File: src/rtl/btn_dir_ctrl.sv
// Debounced push-button front end: synchronizes a raw button and filters it with a
// consecutive-sample counter. Each accepted press toggles the direction level for the up/down counter.
//
// state   | meaning
// --------+-------------------------------------------------------------
// STABLE  | synchronized input agrees with debounced level, cnt held at 0
// CONFIRM | input differs from debounced level, counting agreeing samples
module btn_dir_ctrl #(
  parameter int DB_CYCLES = 200000
) (
  input  logic clk_i,
  input  logic rst_ni,
  input  logic btn_i,
  output logic dir_o,
  output logic press_o,
  output logic btn_db_o
);

  localparam int CW = $clog2(DB_CYCLES + 1);
  localparam logic [CW-1:0] CNT_LAST = CW'(DB_CYCLES - 1);
  localparam logic [CW-1:0] CNT_ONE  = CW'(1);

  localparam logic [0:0] ST_STABLE  = 1'b0;
  localparam logic [0:0] ST_CONFIRM = 1'b1;

  logic          s1;
  logic          s2;
  logic [CW-1:0] cnt;
  logic [0:0]    state;

  always_ff @(posedge clk_i or negedge rst_ni) begin
    if (!rst_ni) begin
      s1 <= 1'b0;
      s2 <= 1'b0;
    end else begin
      s1 <= btn_i;
      s2 <= s1;
    end
  end

  always_ff @(posedge clk_i or negedge rst_ni) begin
    if (!rst_ni) begin
      state    <= ST_STABLE;
      cnt      <= '0;
      btn_db_o <= 1'b0;
      dir_o    <= 1'b0;
      press_o  <= 1'b0;
    end else begin
      press_o <= 1'b0;
      case (state)
        ST_STABLE: begin
          if (s2 != btn_db_o) begin
            state <= ST_CONFIRM;
            cnt   <= CNT_ONE;
          end else begin
            cnt <= '0;
          end
        end
        ST_CONFIRM: begin
          if (s2 == btn_db_o) begin
            state <= ST_STABLE;
            cnt   <= '0;
          end else if (cnt == CNT_LAST) begin
            btn_db_o <= s2;
            cnt      <= '0;
            state    <= ST_STABLE;
            // only the press edge steers the counter; release just updates the level
            if (s2) begin
              press_o <= 1'b1;
              dir_o   <= ~dir_o;
            end
          end else begin
            cnt <= cnt + CNT_ONE;
          end
        end
        default: begin
          state <= ST_STABLE;
          cnt   <= '0;
        end
      endcase
    end
  end

endmodule

File: config.mk
export PLATFORM = sky130hd
export DESIGN_NAME = btn_dir_ctrl
export DESIGN_NICKNAME = d
export VERILOG_FILES = /design/src/rtl/btn_dir_ctrl.sv
export SDC_FILE = /design/constraint.sdc
export NUM_CORES = 1
export LEC_CHECK = 0
export BUFFER_PORTS_ARGS = -buffer_cell sky130_fd_sc_hd__buf_4
export CAP_MARGIN = 30
export CORE_MARGIN = 2
export CORE_UTILIZATION = 47
export DETAILED_ROUTE_END_ITERATION = 16
export GPL_TIMING_DRIVEN = 0
export SETUP_SLACK_MARGIN = 0.15
export SYNTH_ARGS = -nofsm -noshare
export SYNTH_HDL_FRONTEND = slang
export SYNTH_SLANG_ARGS = --single-unit
File: constraint.sdc
create_clock -name clk_i -period 2.2 [get_ports clk_i]
set_input_delay 0 -clock clk_i [delete_from_list [all_inputs] [get_ports clk_i]]
set_output_delay 0 -clock clk_i [all_outputs]
set_load 0.02 [all_outputs]
==> summary.txt <==
Clock tree
  – Htree depth: 1
  – Root buffer cell: clkbuf_4
  – Clock Path Buffers: 2
  – CTS buffer count: 3
  – Number of clock sinks: 24
  – Clock slew at reported path FFs: 130 ps
  – CTS tree: done
  – Clk_lat worst skew: 310 ps

Worst setup path
  – R2r worst-path depth: 6
  – Critical Path Source Type: flop
  – FF-to-FF End: cnt[16]$_DFF_PN0_
  – Critical Path RT: 2400 ps
  – Reg2reg start: cnt[0]$_DFF_PN0_
  – CP Capture Type: flop
  – Data arrival time of the worst path: 2100 ps
  – Crit path from: cnt[0]$_DFF_PN0_
  – WS Path Type: reg -> reg
  – Reg2Reg Setup Slack: 300 ps
  – Crit Path Max Fanout: 10

Timing
  – Final setup violation count: 0
  – Fin. Hold Viols: 0
  – Final Skew: around 12 ps
  – Slew Limit Fails: 0
  – WHS: about 98 ps
  – Final period utilization: 0.8625
  – Max-slew headroom: 0.7721
  – Setup TNS: 0 ps
  – Worst Max-Slew Pin Slew: 338.7 ps
  – Max Clk Rate: between 500 and 600 MHz
  – Crit path time final: 1897 ps
  – RSZ-0062 raised after global routing: no

Finish
  – Most frequent cells in the layout: dfrtp_1, nor2_1, xnor2_1
  – Final #Nets: 137
  – Fillers: 204
  – Commonest non-fill, non-tap cell in the layout: dfrtp_1
  – Register area: roughly 600 um2
  – Area added between synthesis and finish: 14.04%
  – Multi-input gate area: around 540 um2
  – Fin area: 0.001321 mm2
  – Diode count: 0
  – Layout cell share with drive strength beyond 1: 0.1527

Synthesis
  – Yosys cell types: 28
  – Post-synthesis mux area share: 0
  – Largest family of logic cells by synthesized area: simple AND/OR/NAND/NOR gates
  – Avg Cell Area, Syn: just under 10 um2
  – Synth Area in XOR/XNOR: 0.1134
  – Seq cells post-synth: 24
  – Post-synthesis simple-gate area fraction: 0.2765
  – Mapped Cells: around 120
  – Sequential share of the synthesized area: 0.5184
  – Post-Synth Adder-Cell Area: 0.02160
  – Yosys warnings: 0
  – Mapped Area: 0.001159 mm2
  – Mapped Nets: between 100 and 150
  – Synth Area in Compound Gates: 0.04212

Floorplan
  – Row count: 17
  – Die boundary height: about 54 um
  – Die area: between 0.002 and 0.003 mm2
  – Die Span X: around 54 um
  – Core Area: about 0.0023 mm2
  – Io pins: 6
  – Initial core utilization: 0.5091

Power
  – Power per Cell Area: around 540 mW/mm2
  – Maximum vdd ir drop: 0.3615 mV
  – Pleak: 0.5074 nW

GRT
  – Largest net degree at the start of global routing: 25
  – Met2 Use GR: 0.2675
  – Met3 GRT Util: 0.05833
  – Vias in the first global route: approximately 760
  – All-Layer GR Usage: 0.1662
  – GRT Max-Usage Layer: met2
  – Initial antenna violation count: 0
  – First-pass GRT wire length: approximately 3400 um
  – Total gr overflow: 0
  – M1 GR Usage: 0.2149

Job
  – Max-cap viol count: 0

Detailed routing
  – Initial DRC Count: 17
  – # DRC: 0
  – Routed wire length: between 2000 and 2500 um
  – Post-DRT Antenna Nets: 0
  – Via Count: 844
  – Vias per cell: ~5.3
  – DR WL/cell: roughly 13 um
  – Pre-Repair DR Iteration Count: 4

Place
  – Routability cong.: approximately 0.80
  – Port Buffers: 5
  – Post-DP HPWL: 1425 um
  – Cell area after placement: approximately 0.0012 mm2

Run status
  – Status: finished, final reports clean

Hold path
  – Hold Crit Class: in -> async
report_power, final:
group          total (mW)  switching, mW  leakage (nW)  internal, mW
sequential          0.453        0.00586         0.326         0.447
combinational      0.0391         0.0229         0.160        0.0161
clock               0.223          0.122        0.0210         0.101
total               0.715          0.151         0.507         0.564
cells in the mapped netlist:
cell type | n | area share
a211oi_1 | 1 | 0.0065
a21oi_1 | 2 | 0.0086
and4_2 | 1 | 0.0086
buf_2 | 2 | 0.0086
dfrtp_1 | 24 | 0.52
ha_1 | 2 | 0.022
inv_1 | 6 | 0.019
nand2_1 | 8 | 0.026
nand2b_1 | 1 | 0.0054
nand3_1 | 4 | 0.017
nand3_2 | 2 | 0.017
nand4_1 | 6 | 0.032
nor2_1 | 20 | 0.065
nor2b_1 | 1 | 0.0054
nor3_1 | 4 | 0.017
nor4_1 | 7 | 0.038
nor4bb_1 | 2 | 0.017
o21ai_0 | 1 | 0.0043
o21ai_1 | 1 | 0.0043
o21bai_1 | 1 | 0.0065
o22ai_1 | 1 | 0.0054
o31ai_1 | 1 | 0.0065
or2_2 | 1 | 0.0054
or3_1 | 1 | 0.0054
or4_1 | 1 | 0.0065
or4_4 | 1 | 0.0097
xnor2_1 | 11 | 0.083
xor2_1 | 4 | 0.030
per-stage QoR:
step	setup WS, ps	utilization	power, mW	instances
final	302.6	0.5805	0.7147	159
after global routing	172.2	0.5805	0.7553	159
after CTS	243.0	0.5673	0.7215	156
after detailed placement	110.5	0.5410	0.4928	150
after global placement	73.32	0.5410	0.4926	150
after floorplan	476.7	-	0.4761	117
critical path: stages (launching register included):
cell and delay (ps):
dfrtp_1 450, ha_1 250, and4_2 250, nand3_1 210, o21ai_4 280, buf_2 250, nor2_1 70
repair_timing:
| action | CTS | global route |
|---|---|---|
| hold buffers | 2 | 0 |
| gates resized for setup | 1 | 1 |
| endpoints found under the hold margin | 25 | 0 |
| buffers inserted | 0 | 3 |
| pin swaps | 0 | 1 |
| endpoints found under the setup margin | 10 | 10 |
registers in the layout (all words and copies together), names as in the netlist:
register / count
cnt: 18
btn_db_o: 1
dir_o: 1
press_o: 1
s1: 1
s2: 1
state: 1
per-layer routing:
metal,wire (um),up-vias
li1,-,434
met1,992,396
met2,933,12
met3,64,2
met4,12,0
met5,0,-
worst max-delay path by stage:
stage / end / depth (start not counted)
global placement: cnt[16]$_DFF_PN0_ / 6
detailed placement: cnt[16]$_DFF_PN0_ / 6
floorplan: cnt[17]$_DFF_PN0_ / 5
CTS: cnt[16]$_DFF_PN0_ / 6
global route: cnt[16]$_DFF_PN0_ / 6
finish: cnt[16]$_DFF_PN0_ / 6
area by class of cell:
type	count	area share
Tap cell	28	0.02652
Inverter	6	0.01705
Clock buffer	4	0.02746
Buffer	2	0.007576
Timing Repair Buffer	10	0.06061
Multi-Input combinational cell	85	0.4062
Sequential cell	24	0.4545
kinds of logic after synthesis:
group           Yosys count
simple gates             60
buf+inv                   8
compound gates            8
fa+ha+maj                 2
xor+xnor                 15
flops                    24
No activity file was read; power rests on OpenSTA's default activity.
